File: src/rtl/if_pc_stage.sv
// Instruction-fetch PC stage: next-PC select, BIOS/IMEM address generation, fetch source mux, squash after redirects.
// Address is presented in cycle N and the matching instruction is on inst_if in cycle N+1.
module if_pc_stage #(
  parameter logic [31:0] RESET_PC = 32'h4000_0000,
  parameter logic [31:0] NOP_INST = 32'h0000_0013
) (
  input  logic        clk,
  input  logic        rst,
  input  logic        stall,
  input  logic [2:0]  pc_sel,
  input  logic [31:0] jal_target,
  input  logic [31:0] alu_target,
  input  logic [31:0] bios_dout,
  input  logic [31:0] imem_dout,
  output logic [11:0] bios_addr,
  output logic [13:0] imem_addr,
  output logic [31:0] pc_if,
  output logic [31:0] inst_if,
  output logic        inst_valid,
  output logic [31:0] fetch_cnt,
  output logic [31:0] flush_cnt
);

  localparam logic [2:0] SEL_RESET = 3'd0;
  localparam logic [2:0] SEL_JAL   = 3'd1;
  localparam logic [2:0] SEL_ALU   = 3'd3;

  logic [31:0] r_pc;
  logic        r_squash;
  logic [31:0] r_fetch_cnt;
  logic [31:0] r_flush_cnt;

  logic [31:0] w_next_raw;
  logic [31:0] w_next_pc;
  logic        w_redirect;
  logic        w_inst_valid;

  assign w_redirect = (pc_sel == SEL_JAL) || (pc_sel == SEL_ALU);

  // Redirects win over stall; stall wins over sequential PC+4 (wraps naturally).
  always_comb begin
    w_next_raw = r_pc + 32'd4;
    if (rst) begin
      w_next_raw = RESET_PC;
    end else begin
      case (pc_sel)
        SEL_RESET: w_next_raw = RESET_PC;
        SEL_JAL:   w_next_raw = jal_target;
        SEL_ALU:   w_next_raw = alu_target;
        default:   w_next_raw = stall ? r_pc : (r_pc + 32'd4);
      endcase
    end
  end

  assign w_next_pc = {w_next_raw[31:2], 2'b00};
  assign bios_addr = w_next_pc[13:2];
  assign imem_addr = w_next_pc[15:2];

  // Reset is gated combinationally so the outputs are quiet for the whole reset cycle.
  assign w_inst_valid = !rst && !r_squash;

  always_ff @(posedge clk) begin
    r_pc <= w_next_pc;
    if (rst) begin
      r_squash    <= 1'b0;
      r_fetch_cnt <= 32'd0;
      r_flush_cnt <= 32'd0;
    end else begin
      r_squash <= w_redirect;
      if (w_inst_valid && !stall) begin
        r_fetch_cnt <= r_fetch_cnt + 32'd1;
      end
      if (w_redirect) begin
        r_flush_cnt <= r_flush_cnt + 32'd1;
      end
    end
  end

  assign pc_if      = r_pc;
  assign inst_if    = !w_inst_valid ? NOP_INST : ((r_pc[31:28] == 4'h4) ? bios_dout : imem_dout);
  assign inst_valid = w_inst_valid;
  assign fetch_cnt  = r_fetch_cnt;
  assign flush_cnt  = r_flush_cnt;

endmodule

File: config.mk
export PLATFORM = sky130hd
export DESIGN_NAME = if_pc_stage
export DESIGN_NICKNAME = d
export VERILOG_FILES = /design/src/rtl/if_pc_stage.sv
export SDC_FILE = /design/constraint.sdc
export NUM_CORES = 1
export LEC_CHECK = 0
export BUFFER_PORTS_ARGS = -buffer_cell sky130_fd_sc_hd__buf_2
export CAP_MARGIN = 30
export CELL_PAD_IN_SITES_DETAIL_PLACEMENT = 0
export CELL_PAD_IN_SITES_GLOBAL_PLACEMENT = 1
export CORE_MARGIN = 5
export CORE_UTILIZATION = 35
export DETAILED_ROUTE_END_ITERATION = 10
export PLACE_DENSITY_LB_ADDON = 0.1
export SETUP_SLACK_MARGIN = 0.1
export SYNTH_ARGS = -nofsm -noshare
export SYNTH_HDL_FRONTEND = slang
export SYNTH_SLANG_ARGS = --single-unit
File: constraint.sdc
create_clock -name clk -period 4.17 [get_ports clk]
set_input_delay 0.2085 -clock clk [delete_from_list [all_inputs] [get_ports clk]]
set_output_delay 0.2085 -clock clk [all_outputs]
set_load 0.01 [all_outputs]
==> metrics.txt, run 1 <==
TritonCTS Buffers 9; PortBufs between 200 and 300; # clock sinks 95; Syn Std Cell Area between 0.005 and 0.006 mm2; setup tns final 0 ps; placed cell count between 1000 and 1500; Clock Tree Buf Depth 2; final antenna-violating net count 0; mux share of post-synthesis cell area 0.03318; htree depth 3; First DRT Iteration DRCs ~400; Power Density ~300 mW/mm2; startpoint class of the critical path flop; Worst-path clk slew approximately 70 ps; Fin Clk Skew around 9.5 ps; initial antenna violation count 1; Leak Pwr about 0.0033 uW; critical path type reg2out; GRT overflow 0; worst slew pin tran 921.7 ps; EDFF count, synth 0; largest fanout on the critical path 17; fin nets around 1100; Synth async-reset ratio 0; Place WS between 1500 and 2000 ps; Post-CTS Setup Inserts 0; Hold Crit Class in2reg; Final Hold Viols 0; CTS tree built; Final Critical Period slightly below 3000 ps; Util after Layout 0.4563; drt first pass iters 5; CTS root buf clkbuf_16; max-slew violations 0; post-CTS sizing 0; fmax 336.0 MHz; CP Data Required Time 3960 ps; number of global-route vias before repair slightly below 6000; Die H between 100 and 150 um; die area just under 0.02 mm2; GRT Total Usage 0.1973; Final Setup Violations 0; CTS Hold Bufs 0; synth warn 0; Routability Congestion between 0.8 and 0.9; ys flop type dfxtp_1; final wirelength between 20000 and 25000 um; CORE AREA between 0.015 and 0.02 mm2; crit path capture type output pin; first-pass GRT wire length between 30000 and 40000 um; status finished, final reports clean; Seq/Total Area, Yosys 0.3233; largest net degree at the start of global routing 39; average wire per standard cell 16.65 um; DPL Wire Length around 15000 um; die width ~140 um; clk_lat worst skew between 300 and 400 ps; Arr. time, crit path between 2000 and 3000 ps; vias roughly 6400; layout cells sized above 1 0.3286; slew margin rel. 0.3839; initial core utilization 0.3559; Mapped Cells 749; Synth Area in Adders 0.006382; XOR/XNOR Fraction of Synth Area 0.04318; # DRC 0; number of synthesized register bits 95; post-synthesis compound-gate area fraction 0.2244; area grow syn2layout 28.21%; drt via density 5.300; Mean Syn Cell Area between 7 and 8 um2; Yosys cell types 61; Final period util 0.7138; IO Pins a little under 300; total power 2255 uW; Max rail drop VDD approximately 0.19 mV; Non-Filler Instances 1203; # rows 47; largest family of logic cells by synthesized area simple AND/OR/NAND/NOR gates; unrepaired setup endpoints after global routing no; Post-Synth Simple-Gate Area 0.2946; Antenna Cells 0; max cap viols 0; setup ws final 1193 ps
==> kinds of logic (layout without fill, tap and decap cells) <==
group / after synthesis / in the layout
AOI/OAI and AO/OA: 205 / 205
xor gates and xnor gates: 29 / 29
adders and majority gates: 3 / 3
buffers and inverters: 86 / 319
DFF: 95 / 95
muxes: 19 / 19
other: 1 / 2
and+or+nand+nor: 311 / 311
==> flip-flops by register name, indices dropped and copies added (netlist names) <==
| name | cells |
|---|---|
| fetch_cnt | 32 |
| flush_cnt | 32 |
| pc_if | 30 |
| r_squash | 1 |
==> where the power goes <==
group	switching, uW	leakage (uW)	internal, uW
clock network	382	0.000143	470
logic	248	0.00236	180
registers	42.5	0.000771	932
==> path summary, 6_finish.rpt <==
kind	slack [ps]	from	to	cells past startpoint
worst max-delay path	1190	pc_if[6]	bios_addr[11]	5
worst min-delay path	170	jal_target[21]	pc_if[21]	3
worst max register to register	1780	flush_cnt[0]	flush_cnt[22]	5
worst min register to register	480	flush_cnt[31]	flush_cnt[31]	2
==> synth_stat cells (3+ instances only) <==
cell	number	area, um2
buf_2	7	35.03
mux2i_1	15	150.1
nor2b_1	5	31.28
nand4_1	21	131.4
or3_1	15	93.84
ha_1	3	37.54
o21ai_0	28	140.1
nor3_1	8	40.04
dfxtp_1	95	1902
a211oi_1	6	45.04
clkbuf_1	40	150.1
or4b_2	3	30.03
a221oi_1	12	105.1
a21o_1	14	105.1
nor2_1	31	116.4
or4_1	40	300.3
a31oi_1	6	37.54
o211ai_1	16	120.1
o311ai_0	7	61.31
and4_1	7	61.31
o31ai_1	28	210.2
or4b_1	4	40.04
buf_4	14	105.1
xor2_1	12	105.1
mux2_2	4	45.04
and3_1	6	37.54
a21oi_1	75	375.4
o311a_1	3	30.03
or2_2	3	18.77
xnor2_1	17	148.9
inv_1	15	56.30
nor4_1	6	37.54
buf_6	6	67.56
nand2_1	104	390.4
nand3_1	37	185.2
==> final cells by class <==
class	count	area, um2
sequential	95	1902
inverter	15	56.30
clock inverter	6	68.82
clock buffer	10	229.0
tap	220	275.3
timing repair buffer	288	1456
fill	1729	8984
multi-input combinational	569	3553
==> placed cells by master, fill, tap and decap left out, types with 5 or more instances in the layout <==
| cell | instances |
|---|---|
| o311ai_0 | 7 |
| xor2_1 | 12 |
| a221oi_1 | 12 |
| nor2_1 | 31 |
| mux2i_1 | 15 |
| xnor2_1 | 17 |
| nor3_1 | 8 |
| buf_4 | 6 |
| inv_1 | 15 |
| a21oi_1 | 75 |
| a211oi_1 | 6 |
| nor4_1 | 6 |
| buf_2 | 282 |
| o21ai_0 | 28 |
| nand3_1 | 37 |
| a31oi_1 | 6 |
| dfxtp_1 | 95 |
| or3_1 | 15 |
| and4_1 | 7 |
| nand4_1 | 21 |
| o211ai_1 | 16 |
| nor2b_1 | 5 |
| o31ai_1 | 28 |
| or4_1 | 40 |
| and3_1 | 6 |
| clkbuf_16 | 9 |
| a21o_1 | 14 |
| nand2_1 | 104 |
==> per-layer routing <==
layer  vias to the layer above  wire length, um  GRT usage
li1                       3252                -          -
met1                      2925             8671     0.2556
met2                       176             9819     0.3305
met3                        21             1289    0.04974
met4                         2              247    0.04895
met5                         -                7          0
==> through the flow <==
stage,hold WS [ps],instance area (um2)
detailed placement,470.9,7243
CTS,161.9,7541
global placement,472.7,7243
floorplan,420.7,5886
global route,170.6,7541
finish,173.8,7541
==> critical path: stages, from the launching register on <==
cell and delay (ps):
dfxtp_1 570, nand2_1 210, or4_1 760, xnor2_1 230, a221oi_1 450, buf_2 210
Power figures use the tool's default switching activity.
==> inputs of run 2 (changes only) <==
CORE_UTILIZATION = 32   (was 35)
clock period = 2.75 ns   (was 4.17 ns; I/O delays follow)
==> metrics.txt, run 2 (synthesis results as in run 1) <==
status finished, final reports clean; IO Pins a little under 300; crit path capture type output pin; startpoint class of the critical path flop; worst reg2reg path depth 5; worst slew pin tran between 600 and 700 ps; Final Setup Violations 0; Max rail drop VDD ~0.29 mV; max-slew violations 0; final wirelength 20580 um; setup ws final ~300 ps; max cap viols 0; CP Data Required Time approximately 2600 ps; Final period util 0.8918; # DRC 0; first-pass GRT wire length around 33000 um; Final Critical Period approximately 2500 ps; final antenna-violating net count 0; Die H roughly 150 um; Leak Pwr about 0.0033 uW; DPL Wire Length roughly 15000 um; CORE AREA 0.01802 mm2; fmax a little over 400 MHz; FF-to-FF setup slack ~500 ps; Final Hold Viols 0; PortBufs between 200 and 300; Cell Chain, Critical Path nand4b_4, or4_1, buf_4, o311a_1, buf_2; CTS tree built; largest net degree at the start of global routing 51; # clock sinks 95; most common cell after layout, fill and taps aside buf_2; Arr. time, crit path between 2000 and 2500 ps; Worst path slowest cell or4_1; initial core utilization 0.3263; GRT overflow 0; reg2reg start pc_if[17]; die area around 0.021 mm2; Routability Congestion between 0.7 and 0.8; CP startpoint pc_if[4]; layout cells sized above 1 0.3374; Clock Tree Buf Depth 2; Critical Path End imem_addr[13]; fin nets approximately 1100; area grow syn2layout 30.04%; Antenna Cells 0; Crit Reg-Reg Endpoint pc_if[29]; htree depth 3; largest fanout on the critical path 16; Post-CTS Setup Inserts 0; clk_lat worst skew around 350 ps; unrepaired setup endpoints after global routing no; TritonCTS Buffers 9; Hold Crit Class in2reg; setup tns final 0 ps; drt via density ~5.2; average wire per standard cell between 15 and 20 um; Fin Clk Skew ~12 ps; initial antenna violation count 0; Power Density around 460 mW/mm2; die width about 150 um; Place WS around 490 ps; crit-path max cell delay 560 ps; Worst-path clk slew approximately 70 ps; slew margin rel. 0.5490; drt first pass iters 5; critical path type reg2out; CTS root buf clkbuf_16; GRT Total Usage 0.1859; most frequent cells in the layout buf_2, nand2_1, dfxtp_1, a21oi_1, or4_1; vias 6396; First DRT Iteration DRCs between 200 and 300; fill count 1924; # rows 49; number of global-route vias before repair 6099
## run 2: report_power, final
| part | leakage [uW] | internal, uW | switching, uW |
|---|---|---|---|
| clock network | 0.000154 | 745 | 602 |
| registers | 0.000771 | 1410 | 58.2 |
| logic | 0.00241 | 279 | 388 |
## run 2: what timing repair did
action,CTS,global route
setup endpoints to repair,0,2
hold endpoints to repair,0,0
resized for setup,0,1
hold buffers,0,0
## run 2: worst min-delay path by stage
stage / slack (ps) / depth (start not counted) / end / startpoint
finish: 100 / 3 / pc_if[19] / jal_target[19]
global route: 110 / 3 / pc_if[19] / alu_target[19]
CTS: 80 / 3 / pc_if[19] / jal_target[19]
detailed placement: 450 / 3 / pc_if[19] / jal_target[19]
global placement: 440 / 3 / pc_if[23] / jal_target[23]
floorplan: 350 / 2 / pc_if[16] / jal_target[16]
## run 2: cell type report
cell class | count | area, um2 | share of cell area
Inverter | 15 | 56.30 | 0.007361
Clock inverter | 6 | 73.82 | 0.009652
Timing Repair Buffer | 298 | 1531 | 0.2002
Multi-Input combinational cell | 569 | 3560 | 0.4654
Tap cell | 229 | 286.5 | 0.03746
Sequential cell | 95 | 1902 | 0.2486
Clock buffer | 10 | 239.0 | 0.03124
## run 2: routing by layer
metal	wire, um	GRT usage
met5	0	0
met4	174	0.03918
met3	1142	0.03924
met2	10020	0.3125
met1	9241	0.2466
## run 2: worst max-delay path: cells and delay by family, from the launching register on
kind                   cells  cell delay, ps
flip-flops                 1             450
AND/OR/NAND/NOR            2             760
AO/OA/AOI/OAI              1             390
buffers and inverters      2             370
## run 2: through the flow
stage,total power [uW],instance area (um2),util,hold WS [ps],std cells
2_1_floorplan,1889,5886,-,349.7,750
3_3_place_gp,2180,7330,0.4066,444.0,1206
3_5_place_dp,2175,7330,0.4066,451.0,1206
4_1_cts,3540,7642,0.4240,84.34,1222
5_1_grt,3672,7649,0.4243,113.3,1222
6_report,3485,7649,0.4243,96.20,1222
